[config.mk]
export PLATFORM = sky130hd
export DESIGN_NAME = shift_sequencer_flat
export DESIGN_NICKNAME = d
export VERILOG_FILES = /design/src/rtl/shift_sequencer_if.sv /design/src/rtl/shift_sequencer.sv /design/src/flat_wrapper.sv
export SDC_FILE = /design/constraint.sdc
export NUM_CORES = 1
export LEC_CHECK = 0
export CORE_ASPECT_RATIO = 1.4
export CORE_UTILIZATION = 43
export DETAILED_ROUTE_END_ITERATION = 12
export PLACE_DENSITY = 0.91
export SLEW_MARGIN = 20
export SYNTH_ARGS = -nofsm -noshare
export SYNTH_HDL_FRONTEND = slang
export SYNTH_SLANG_ARGS = --single-unit
[constraint.sdc]
create_clock -name clk -period 2 [get_ports clk]
set_input_delay 0.4 -clock clk [delete_from_list [all_inputs] [get_ports clk]]
set_output_delay 0.4 -clock clk [all_outputs]
set_load 0.01 [all_outputs]
[src/rtl/shift_sequencer_if.sv]
// rtl/shift_sequencer_if.sv - request/result and shifter return-path bundle for shift_sequencer
interface shift_sequencer_if #(
    parameter int WIDTH = 16,
    parameter int AMT_W = 4
);
    logic             start;
    logic [1:0]       op;
    logic [AMT_W-1:0] amt;
    logic [WIDTH-1:0] din;
    logic             busy;
    logic             done;
    logic [WIDTH-1:0] dout;
    logic [WIDTH-1:0] sh_in;
    logic [1:0]       sh_ctl;
    logic [WIDTH-1:0] sh_out;

    // The master side owns the request and hosts the combinational shifter.
    modport master (
        output start, op, amt, din, sh_out,
        input  busy, done, dout, sh_in, sh_ctl
    );

    modport slave (
        input  start, op, amt, din, sh_out,
        output busy, done, dout, sh_in, sh_ctl
    );
endinterface

[src/rtl/shift_sequencer.sv]
// rtl/shift_sequencer.sv - iterates a single-position shifter to build variable-distance shifts
module shift_sequencer #(
    parameter int WIDTH = 16,
    parameter int AMT_W = 4
) (
    input  logic            clk,
    input  logic            reset_n,
    shift_sequencer_if.slave bus
);
    typedef enum logic [1:0] {
        S_IDLE = 2'b00,
        S_RUN  = 2'b01,
        S_DONE = 2'b10
    } state_t;

    state_t           r_state;
    state_t           w_next;
    logic [WIDTH-1:0] r_acc;
    logic [WIDTH-1:0] r_dout;
    logic [AMT_W-1:0] r_cnt;
    logic [1:0]       r_opr;
    logic             w_accept;
    logic [1:0]       w_sh_ctl;

    always_ff @(posedge clk or negedge reset_n) begin
        if (!reset_n) begin
            r_state <= S_IDLE;
        end else begin
            r_state <= w_next;
        end
    end

    always_comb begin
        w_next   = r_state;
        w_accept = 1'b0;
        w_sh_ctl = 2'b00;
        case (r_state)
            S_IDLE: begin
                if (bus.start) begin
                    w_accept = 1'b1;
                    // A pass op or zero distance has nothing to iterate.
                    if (bus.amt == '0 || bus.op == 2'b00) begin
                        w_next = S_DONE;
                    end else begin
                        w_next = S_RUN;
                    end
                end
            end
            S_RUN: begin
                w_sh_ctl = r_opr;
                if (r_cnt == AMT_W'(1)) begin
                    w_next = S_DONE;
                end
            end
            S_DONE: begin
                w_next = S_IDLE;
            end
            default: begin
                w_next = S_IDLE;
            end
        endcase
    end

    always_ff @(posedge clk or negedge reset_n) begin
        if (!reset_n) begin
            r_acc  <= '0;
            r_cnt  <= '0;
            r_opr  <= 2'b00;
            r_dout <= '0;
        end else begin
            if (w_accept) begin
                r_acc <= bus.din;
                r_cnt <= bus.amt;
                r_opr <= bus.op;
            end else if (r_state == S_RUN) begin
                r_acc <= bus.sh_out;
                r_cnt <= r_cnt - AMT_W'(1);
            end
            // Capture the value the accumulator takes on the same edge that enters DONE.
            if (w_next == S_DONE && r_state != S_DONE) begin
                r_dout <= (r_state == S_RUN) ? bus.sh_out : bus.din;
            end
        end
    end

    assign bus.busy   = (r_state != S_IDLE);
    assign bus.done   = (r_state == S_DONE);
    assign bus.dout   = r_dout;
    assign bus.sh_in  = r_acc;
    assign bus.sh_ctl = w_sh_ctl;
endmodule

[src/flat_wrapper.sv]
// flat-port wrapper written by rule: the top's interface ports become plain ports
module shift_sequencer_flat 
#(
    parameter int WIDTH = 16,
    parameter int AMT_W = 4
)
  (clk, reset_n, bus_start, bus_op, bus_amt, bus_din, bus_sh_out, bus_busy, bus_done, bus_dout, bus_sh_in, bus_sh_ctl);
  shift_sequencer_if #(.WIDTH(WIDTH), .AMT_W(AMT_W)) bus_i ();
  input  logic clk;
  input  logic reset_n;
  input wire logic [$bits(bus_i.start)-1:0] bus_start;
  input wire logic [$bits(bus_i.op)-1:0] bus_op;
  input wire logic [$bits(bus_i.amt)-1:0] bus_amt;
  input wire logic [$bits(bus_i.din)-1:0] bus_din;
  input wire logic [$bits(bus_i.sh_out)-1:0] bus_sh_out;
  output wire logic [$bits(bus_i.busy)-1:0] bus_busy;
  output wire logic [$bits(bus_i.done)-1:0] bus_done;
  output wire logic [$bits(bus_i.dout)-1:0] bus_dout;
  output wire logic [$bits(bus_i.sh_in)-1:0] bus_sh_in;
  output wire logic [$bits(bus_i.sh_ctl)-1:0] bus_sh_ctl;
  assign bus_i.start = bus_start;
  assign bus_i.op = bus_op;
  assign bus_i.amt = bus_amt;
  assign bus_i.din = bus_din;
  assign bus_i.sh_out = bus_sh_out;
  assign bus_busy = bus_i.busy;
  assign bus_done = bus_i.done;
  assign bus_dout = bus_i.dout;
  assign bus_sh_in = bus_i.sh_in;
  assign bus_sh_ctl = bus_i.sh_ctl;
  shift_sequencer #(.WIDTH(WIDTH), .AMT_W(AMT_W)) u_core (.clk(clk), .reset_n(reset_n), .bus(bus_i));
endmodule
==> flow_metrics.env, run 1 <==
export IMPL_portBuffers=76
export IMPL_tritoncts="done"
export IMPL_synth_seq_cells=40
export IMPL_syn_area_per_cell_um2=9.396
export IMPL_sw_frac_of_total_pct=36.27
export IMPL_floorplan_initialDensity_pct=45.29
export IMPL_synth_top_cells_by_area="sky130_fd_sc_hd__dfrtp_1 52%, sky130_fd_sc_hd__nand2_1 15%, sky130_fd_sc_hd__mux2_4 7.0%"
export IMPL_worst_slew_pin_transition_ns=0.8867
export IMPL_power_switching_uw=1739
export IMPL_post_synth_inst_count=206
export IMPL_placedInstanceArea_um2=2766
export IMPL_top_cell_type_by_total_area_after_synthesis="sky130_fd_sc_hd__dfrtp_1"
export IMPL_tritoncts_num_buffers=5
export IMPL_mappedNetlistArea_um2=1936
export IMPL_cp_cell_sequence="buf_4, nor2b_1, clkdlybuf4s50_1"
export IMPL_slowest_delay_ns=0.55
export IMPL_drv_cap=0
export IMPL_synth_top_family_by_area="simple AND/OR/NAND/NOR gates"
export IMPL_finalSetupViolations=0
export IMPL_wl_um=5030
export IMPL_n_fill_cell=334
export IMPL_dieArea_um2=4778
export IMPL_clock_skew_final_ns=0.008178
export IMPL_final_common_cell="sky130_fd_sc_hd__nand2_1"
export IMPL_synth_compound_area_share_pct=8.920
export IMPL_first_global_vias=1760
export IMPL_final_max_slew_violation_count=0
export IMPL_critPathMaxFanout=4
export IMPL_place_inst=337
export IMPL_register_area_um2=1002
export IMPL_power_leakage_uw=0.001362
export IMPL_post_drt_wl_per_cell_um=14.45
export IMPL_ctsLongestPathBuffers=2
export IMPL_groute_layer_met3_usage_pct=4.459
export IMPL_grt_antenna_before_repair=0
export IMPL_crit_path_start="u_core.r_state[0]"
export IMPL_synth_edff_count=0
export IMPL_synth_sequential_area_ratio_pct=51.71
export IMPL_gr_usage_met2_pct=41.15
export IMPL_hold_viol=0
export IMPL_vias=1760
export IMPL_synth_adder_area_share_pct=1.293
export IMPL_clock_insertion_delay_worst_skew_ns=0.28
export IMPL_clkSinkCount=40
export IMPL_ff2ff_path_depth=5
export IMPL_nNetsFinal=330
export IMPL_layout_worst_path_cycle_share_pct=97.11
export IMPL_placeableCoreArea_um2=4274
export IMPL_run_status="complete, no violations"
export IMPL_drt_vias_per_instance=5.057
export IMPL_timing_critical_path_arrival_ns=1.54
export IMPL_fin_area_um2=2922
export IMPL_gr_total_overflow=0
export IMPL_rr_endpoint="u_core.bus.dout[0]"
export IMPL_drt_pass1_iter_count=5
export IMPL_worst_slack_ns=0.05774
export IMPL_place_ws_ns=-0.09751
export IMPL_placement_rows=28
export IMPL_powerDensity_nw_per_um2=1641
export IMPL_post_layout_nonfiller_instances=348
export IMPL_fmax_mhz=514.9
export IMPL_worstSetupEndpointType="output port"
export IMPL_syn_to_final_growth_pct=50.94
export IMPL_asyncSetResetFlopFracSynth_pct=100.0
export IMPL_ys_types=27
export IMPL_timing_critical_path_required_ns=1.60
export IMPL_reg2reg_setup_slack_ns=0.36
export IMPL_yosys_area_share_xor_xnor_pct=0.4525
export IMPL_peakVddDrop_mv=1.105
export IMPL_timing_rr_start="u_core.r_state[0]"
export IMPL_drive_above_1_share_pct=13.89
export IMPL_groute_usage_overall_pct=22.41
export IMPL_internal_power_uw=3056
export IMPL_gr_usage_met1_pct=25.03
export IMPL_cts_root_buffer="sky130_fd_sc_hd__clkbuf_8"
export IMPL_slew_limit_headroom_pct=40.89
export IMPL_first_iter_violations=103
export IMPL_post_synth_and_or_nand_nor_area_fraction_pct=22.50
export IMPL_p_seq_share_pct=30.9
export IMPL_ctsHtreeMaxLevel=2
export IMPL_finalWeightedCongestion=0.7868
export IMPL_dp_hpwl_um=3574
export IMPL_hold_path_class="primary input to asynchronous set/reset pin"
export IMPL_die_height_um=81.39
export IMPL_synth_mux_area_share_pct=11.05
export IMPL_syn_nets=249
export IMPL_yosysTopAreaCellShare_pct=51.71
export IMPL_antenna_diode_count=0
export IMPL_critical_path_class="register to output port"
export IMPL_power_combinational_fraction_pct=54.3
export IMPL_mostFrequentLayoutCells="75 x sky130_fd_sc_hd__nand2_1, 73 x sky130_fd_sc_hd__clkdlybuf4s50_1, 39 x sky130_fd_sc_hd__dfrtp_1"
export IMPL_grt_pass1_wl_um=7976
export IMPL_largest_net_degree_at_the_start_of_global_routing=41
export IMPL_drc_errors=0
export IMPL_crit_slowest_cell="sky130_fd_sc_hd__clkdlybuf4s50_1"
export IMPL_postCtsHoldBufs=0
export IMPL_grt_most_used_layer="met2"
export IMPL_clk_pin_slew_ns=0.08
export IMPL_period_minus_slack_ns=1.942
export IMPL_die_w_um=58.71
export IMPL_sort_of_element_at_the_start_of_the_critical_path="register"
export IMPL_setup_worst_path_end="bus_done"
export IMPL_rsz0062_at_grt="false"
export IMPL_ioPinCount=77
export IMPL_p_clk_share_pct=14.9
export IMPL_multi_input_logic_area_um2=858.3
export IMPL_number_of_synthesis_warnings=0
export IMPL_ys_flop_type="sky130_fd_sc_hd__dfrtp_1"
export IMPL_antenna_violating_nets_post_route=0
==> logic make-up after synthesis <==
family | after synthesis
flops | 40
compound gates | 25
buf+inv | 15
fa+ha+maj | 2
simple gates | 107
xor+xnor | 1
mux | 16
==> worst max-delay path, delay by kind of cell (launching register included) <==
kind	cells	cell delay, ns
AND/OR/NAND/NOR	1	0.12
flip-flops	1	0.42
buffers and inverters	2	0.71
==> power by group through the flow <==
stage	Clock [uW]	Combinational (uW)	Sequential, uW
6_report	713	2600	1480
2_1_floorplan	0	1250	1600
5_1_grt	750	2830	1530
3_5_place_dp	0	2550	1490
4_1_cts	720	2600	1480
3_3_place_gp	0	2460	1480
==> stage by stage <==
step / hold WS (ns) / setup TNS, ns / power (uW) / util (%)
after floorplan: 0.1044 / 0 / 2857 / -
after global placement: 0.4501 / -0.9380 / 3930 / 64.72
after detailed placement: 0.4685 / -1.107 / 4039 / 64.72
after CTS: 0.2636 / 0 / 4796 / 68.03
after global routing: 0.3162 / 0 / 5104 / 68.35
final: 0.2285 / 0 / 4795 / 68.35
==> worst min-delay path by stage <==
stage | start | end | slack, ns | cells past startpoint
2_1_floorplan | reset_n | u_core.bus.dout[0] | 0.10 | 0
3_3_place_gp | u_core.r_opr[0] | u_core.r_opr[0] | 0.45 | 2
3_5_place_dp | u_core.r_opr[0] | u_core.r_opr[0] | 0.47 | 2
4_1_cts | reset_n | u_core.bus.sh_in[11] | 0.26 | 1
5_1_grt | reset_n | u_core.r_cnt[0] | 0.32 | 1
6_report | reset_n | u_core.r_cnt[3] | 0.23 | 1
==> layer usage <==
metal,up-vias,wire (um)
li1,840,-
met1,851,2049
met2,61,2632
met3,8,250
met4,0,98
met5,-,0
==> sequential cells by signal (all words and copies together) (netlist names) <==
signal	count
u_core.r_state	2
u_core.bus.dout	16
u_core.r_cnt	4
u_core.r_opr	2
u_core.bus.sh_in	16
==> cells in the mapped netlist (3+ instances only) <==
| library cell | instances |
|---|---|
| sky130_fd_sc_hd__a31oi_1 | 16 |
| sky130_fd_sc_hd__inv_1 | 3 |
| sky130_fd_sc_hd__nor2_1 | 21 |
| sky130_fd_sc_hd__mux2_2 | 7 |
| sky130_fd_sc_hd__buf_2 | 5 |
| sky130_fd_sc_hd__dfrtp_1 | 40 |
| sky130_fd_sc_hd__and2_1 | 3 |
| sky130_fd_sc_hd__mux2_4 | 9 |
| sky130_fd_sc_hd__nand2_1 | 75 |
| sky130_fd_sc_hd__clkbuf_1 | 4 |
==> what timing repair did <==
action	CTS	global route
endpoints found under the hold margin	0	0
gates resized for setup	0	3
setup buffers	2	1
endpoints found under the setup margin	2	2
==> cell type report <==
cell class | count | area share, %
Sequential cell | 40 | 34.30
Clock buffer | 7 | 3.298
Tap cell | 60 | 2.570
Timing Repair Buffer | 86 | 29.04
Clock inverter | 1 | 1.028
Multi-Input combinational cell | 151 | 29.38
Inverter | 3 | 0.3854
No activity file was read; power rests on OpenSTA's default activity.
==> run 2, diff against run 1 <==
--- a/config.mk
+++ b/config.mk
@@ -6,9 +6,9 @@
 export NUM_CORES = 1
 export LEC_CHECK = 0
 export CORE_ASPECT_RATIO = 1.4
-export CORE_UTILIZATION = 43
+export CORE_UTILIZATION = 30
 export DETAILED_ROUTE_END_ITERATION = 12
-export PLACE_DENSITY = 0.91
+export PLACE_DENSITY = 0.71
 export SLEW_MARGIN = 20
 export SYNTH_ARGS = -nofsm -noshare
 export SYNTH_HDL_FRONTEND = slang
==> constraint.sdc (replaced) <==
create_clock -name clk -period 2.5 [get_ports clk]
set_input_delay 0.5 -clock clk [delete_from_list [all_inputs] [get_ports clk]]
set_output_delay 0.5 -clock clk [all_outputs]
set_load 0.01 [all_outputs]
==> flow_metrics.env, run 2 (synthesis gave the netlist of run 1 again) <==
export IMPL_power_leakage_uw=0.001286
export IMPL_cts_repair_timing_setup_buffer_count=0
export IMPL_fmax_mhz=487.0
export IMPL_finalWeightedCongestion=0.8404
export IMPL_clk_pin_slew_ns=0.08
export IMPL_die_height_um=97.04
export IMPL_run_status="complete, no violations"
export IMPL_worstSetupEndpointType="output port"
export IMPL_groute_usage_overall_pct=14.33
export IMPL_drv_cap=0
export IMPL_timing_critical_path_arrival_ns=1.55
export IMPL_drc_errors=0
export IMPL_timing_critical_path_required_ns=2.00
export IMPL_final_max_slew_violation_count=0
export IMPL_floorplan_initialDensity_pct=31.16
export IMPL_grt_pass1_wl_um=7783
export IMPL_cts_root_buffer="sky130_fd_sc_hd__clkbuf_8"
export IMPL_post_drt_wl_per_cell_um=13.43
export IMPL_cts_resized=0
export IMPL_drt_vias_per_instance=4.769
export IMPL_ctsHtreeMaxLevel=2
export IMPL_rsz0062_at_grt="false"
export IMPL_dp_hpwl_um=3438
export IMPL_dieArea_um2=6782
export IMPL_powerDensity_nw_per_um2=1262
export IMPL_critical_path_class="register to output port"
export IMPL_drt_pass1_iter_count=5
export IMPL_period_minus_slack_ns=2.053
export IMPL_antenna_violating_nets_post_route=0
export IMPL_wl_um=4768
export IMPL_peakVddDrop_mv=0.4594
export IMPL_total_power_uw=3609
export IMPL_clock_insertion_delay_worst_skew_ns=0.29
export IMPL_finalSetupViolations=0
export IMPL_sort_of_element_at_the_start_of_the_critical_path="register"
export IMPL_grt_antenna_before_repair=0
export IMPL_placement_rows=34
export IMPL_ioPinCount=77
export IMPL_mostFrequentLayoutCells="75 x sky130_fd_sc_hd__nand2_1, 75 x sky130_fd_sc_hd__clkdlybuf4s50_1, 40 x sky130_fd_sc_hd__dfrtp_1"
export IMPL_post_layout_nonfiller_instances=355
export IMPL_tritoncts="done"
export IMPL_clock_skew_final_ns=0.006064
export IMPL_hold_viol=0
export IMPL_first_iter_violations=116
export IMPL_critPathMaxFanout=6
export IMPL_place_inst=347
export IMPL_placeableCoreArea_um2=6211
export IMPL_timing_setup_tns_ns=0
export IMPL_worst_slew_pin_transition_ns=0.8940
export IMPL_layout_worst_path_cycle_share_pct=82.13
export IMPL_antenna_diode_count=0
export IMPL_drive_above_1_share_pct=11.66
export IMPL_tritoncts_num_buffers=5
export IMPL_ctsLongestPathBuffers=2
export IMPL_postCtsHoldBufs=0
export IMPL_first_global_vias=1681
export IMPL_syn_to_final_growth_pct=47.77
export IMPL_vias=1693
export IMPL_hold_path_class="primary input to asynchronous set/reset pin"
export IMPL_portBuffers=76
export IMPL_gr_total_overflow=0
export IMPL_slew_limit_headroom_pct=40.40
export IMPL_largest_net_degree_at_the_start_of_global_routing=41
export IMPL_clkSinkCount=40
export IMPL_nNetsFinal=325
export IMPL_die_w_um=69.89
==> run 2: cell count changes in the layout (fill, tap and decap cells not counted) <==
| cell | previous run | this run |
|---|---|---|
| sky130_fd_sc_hd__clkbuf_8 | 7 | 6 |
| sky130_fd_sc_hd__bufinv_16 | 1 | 0 |
| sky130_fd_sc_hd__dfrtp_1 | 39 | 40 |
| sky130_fd_sc_hd__clkinvlp_4 | 0 | 1 |
| sky130_fd_sc_hd__clkbuf_1 | 0 | 1 |
| sky130_fd_sc_hd__dlymetal6s2s_1 | 2 | 0 |
| sky130_fd_sc_hd__dfrtp_2 | 1 | 0 |
| sky130_fd_sc_hd__clkdlybuf4s50_1 | 73 | 75 |
| sky130_fd_sc_hd__buf_4 | 9 | 4 |
==> run 2: final timing paths <==
check | slack (ns) | start | cells past startpoint | end
max in group asynchronous | 1.60 | reset_n | 1 | u_core.bus.sh_in[12]
hold / removal | 0.34 | reset_n | 1 | u_core.r_cnt[1]
setup / recovery | 0.45 | u_core.r_state[0] | 3 | bus_sh_ctl[0]
hold reg to reg | 0.48 | u_core.r_opr[1] | 2 | u_core.r_opr[1]
min in group clk | 0.48 | u_core.r_opr[1] | 2 | u_core.r_opr[1]
setup reg to reg | 0.88 | u_core.r_state[1] | 4 | u_core.bus.dout[0]
==> run 2: layout make-up <==
class	count	area [um2]
fill	616	3351
sequential	40	1001
multi-input combinational	151	858.3
timing repair buffer	81	805.8
tap	72	90.09
clock buffer	7	86.33
inverter	3	11.26
clock inverter	1	7.507
==> run 2: worst max-delay path, stage by stage (launching register included) <==
cell	delay (ns)
sky130_fd_sc_hd__dfrtp_1	0.41
sky130_fd_sc_hd__nor2b_2	0.20
sky130_fd_sc_hd__and2_1	0.13
sky130_fd_sc_hd__clkdlybuf4s50_1	0.53
==> run 2: per-stage QoR <==
| stage | hold slack, ns | instance area [um2] | setup WS [ns] | util, % |
|---|---|---|---|---|
| 6_report | 0.3393 | 2860 | 0.4467 | 46.05 |
| 5_1_grt | 0.4029 | 2860 | 0.3590 | 46.05 |
| 4_1_cts | 0.3584 | 2860 | 0.4315 | 46.05 |
| 3_5_place_dp | 0.4727 | 2766 | 0.2868 | 44.54 |
| 3_3_place_gp | 0.4500 | 2766 | 0.3040 | 44.54 |
| 2_1_floorplan | 0.2044 | 1936 | 0.7669 | - |
==> run 2: metal layers <==
layer | part of all wire [%] | wire length (um) | track usage, % | up-vias
li1 | - | - | - | 835
met1 | 43 | 2067 | 17.03 | 800
met2 | 50 | 2389 | 25.07 | 53
met3 | 4.8 | 230 | 2.604 | 5
met4 | 1.7 | 81 | 5.846 | 0
met5 | 0 | 0 | 0 | -
==> run 2: power breakdown <==
group	leakage [uW]	internal, uW	total (uW)	switching [uW]
Sequential	0.000479	982	1170	192
Clock	0.0000445	224	446	221
Combinational	0.000763	1070	1990	920
Total	0.00129	2280	3610	1330
==> run 3, diff against run 2 <==
==> constraint.sdc (replaced) <==
create_clock -name clk -period 2.1 [get_ports clk]
set_input_delay 0.42 -clock clk [delete_from_list [all_inputs] [get_ports clk]]
set_output_delay 0.42 -clock clk [all_outputs]
set_load 0.01 [all_outputs]
==> flow_metrics.env, run 3 (synthesis gave the netlist of run 1 again) <==
export IMPL_placedInstanceArea_um2=2789
export IMPL_die_height_um=97.04
export IMPL_first_global_vias=1762
export IMPL_grt_antenna_before_repair=0
export IMPL_reg2reg_setup_slack_ns=0.47
export IMPL_worst_slew_pin_transition_ns=0.3829
export IMPL_finalSetupViolations=0
export IMPL_syn_to_final_growth_pct=50.36
export IMPL_gr_total_overflow=0
export IMPL_dp_hpwl_um=3538
export IMPL_cts_resized=0
export IMPL_powerDensity_nw_per_um2=1515
export IMPL_drt_pass1_iter_count=4
export IMPL_critPathMaxFanout=6
export IMPL_final_max_slew_violation_count=0
export IMPL_run_status="complete, no violations"
export IMPL_met1_length_um=2041
export IMPL_die_w_um=69.89
export IMPL_drv_cap=0
export IMPL_clkSinkCount=40
export IMPL_slowest_delay_ns=0.53
export IMPL_slew_limit_headroom_pct=74.48
export IMPL_n_fill_cell=621
export IMPL_timing_rr_start="u_core.r_state[1]"
export IMPL_drive_above_1_share_pct=12.89
export IMPL_drt_vias_per_instance=4.797
export IMPL_groute_usage_overall_pct=15.33
export IMPL_ctsHtreeMaxLevel=2
export IMPL_first_iter_violations=61
export IMPL_ioPinCount=77
export IMPL_power_leakage_uw=0.001316
export IMPL_placeableCoreArea_um2=6211
export IMPL_rr_endpoint="u_core.bus.dout[6]"
export IMPL_drc_errors=0
export IMPL_timing_critical_path_required_ns=1.68
export IMPL_cts_repair_timing_setup_buffer_count=0
export IMPL_timing_setup_tns_ns=0
export IMPL_grt_pass1_wl_um=8224
export IMPL_top_layer="met4"
export IMPL_sort_of_element_at_the_start_of_the_critical_path="register"
export IMPL_tritoncts_num_buffers=5
export IMPL_placement_rows=34
export IMPL_cp_cell_sequence="nor2b_2, and2_1, clkdlybuf4s50_1"
export IMPL_wl_met3_um=208
export IMPL_fmax_mhz=500.7
export IMPL_portBuffers=76
export IMPL_rsz0062_at_grt="false"
export IMPL_antenna_violating_nets_post_route=0
export IMPL_crit_slowest_cell="sky130_fd_sc_hd__clkdlybuf4s50_1"
export IMPL_post_drt_wl_per_cell_um=13.59
export IMPL_wl_um=4878
export IMPL_clock_skew_final_ns=0.001722
export IMPL_fin_area_um2=2910
export IMPL_finalWeightedCongestion=0.8543
export IMPL_clk_pin_slew_ns=0.08
export IMPL_worstSetupEndpointType="output port"
export IMPL_mostFrequentLayoutCells="75 x sky130_fd_sc_hd__nand2_1, 75 x sky130_fd_sc_hd__clkdlybuf4s50_1, 40 x sky130_fd_sc_hd__dfrtp_1"
export IMPL_antenna_diode_count=0
export IMPL_ctsLongestPathBuffers=2
export IMPL_cts_root_buffer="sky130_fd_sc_hd__clkbuf_8"
export IMPL_hold_viol=0
export IMPL_clock_insertion_delay_worst_skew_ns=0.29
export IMPL_wl_met2_um=2549
export IMPL_crit_path_start="u_core.r_state[0]"
export IMPL_hold_path_class="register to register"
export IMPL_largest_net_degree_at_the_start_of_global_routing=35
export IMPL_floorplan_initialDensity_pct=31.16
export IMPL_timing_critical_path_arrival_ns=1.58
export IMPL_nNetsFinal=329
export IMPL_peakVddDrop_mv=0.5959
export IMPL_ff2ff_path_depth=4
export IMPL_period_minus_slack_ns=1.997
export IMPL_vias=1722
export IMPL_dieArea_um2=6782
export IMPL_critical_path_class="register to output port"
export IMPL_layout_worst_path_cycle_share_pct=95.11
export IMPL_tritoncts="done"
export IMPL_fin_worst_hold_slack_ns=0.4767
export IMPL_setup_worst_path_end="bus_sh_ctl[0]"
run 3: cell types whose count changed in the layout (fill, tap and decap cells not counted):
cell / change
sky130_fd_sc_hd__clkinv_2: +1
sky130_fd_sc_hd__clkbuf_8: -1
sky130_fd_sc_hd__buf_4: +3
sky130_fd_sc_hd__clkbuf_1: -1
sky130_fd_sc_hd__bufinv_16: +1
sky130_fd_sc_hd__dlygate4sd3_1: +1
run 3: cell type report:
type,instances,area (um2),area share (%)
sequential,40,1001,34.39
inverter,3,11.26,0.3869
multi-input combinational,151,858.3,29.49
timing repair buffer,85,838.3,28.80
clock inverter,3,42.54,1.462
tap,72,90.09,3.095
clock buffer,5,68.82,2.365
run 3: critical path, delay by kind of cell, from the launching register on:
family,cells,cell delay [ns]
flip-flops,1,0.42
AND/OR/NAND/NOR,2,0.33
buffers and inverters,1,0.53
run 3: per-stage QoR:
step	util (%)	instances	setup slack (ns)	total power (uW)
3_3_place_gp	44.90	350	-0.02255	3768
3_5_place_dp	44.90	350	-0.03613	3821
6_report	46.86	359	0.1026	4410
2_1_floorplan	-	206	0.4469	2721
5_1_grt	46.86	359	0.01196	4744
4_1_cts	46.86	359	0.08229	4467
run 3: how the worst min path moves through the flow:
stage	from	to	slack [ns]	cells past startpoint
after CTS	u_core.r_opr[0]	u_core.r_opr[0]	0.48	2
after global routing	u_core.r_opr[1]	u_core.r_opr[1]	0.50	2
after global placement	reset_n	u_core.r_opr[0]	0.28	1
after detailed placement	reset_n	u_core.r_opr[0]	0.28	1
after floorplan	reset_n	u_core.bus.dout[0]	0.12	0
final	u_core.r_opr[0]	u_core.r_opr[0]	0.48	2
run 3: power by group:
group	total (uW)	switching [uW]	internal, uW
sequential	1410	238	1170
combinational	2380	1100	1280
clock	625	274	351
total	4410	1610	2800
run 3: layer usage:
layer	vias to the layer above	GRT usage [%]
li1	839	-
met1	829	17.64
met2	48	27.37
met3	6	3.333
met4	0	5.692
met5	-	0
run 3: repair_timing:
action | 4_1_cts | 5_1_grt
setup endpoints to repair | 0 | 0
hold buffers | 1 | 0
hold endpoints to repair | 7 | 0
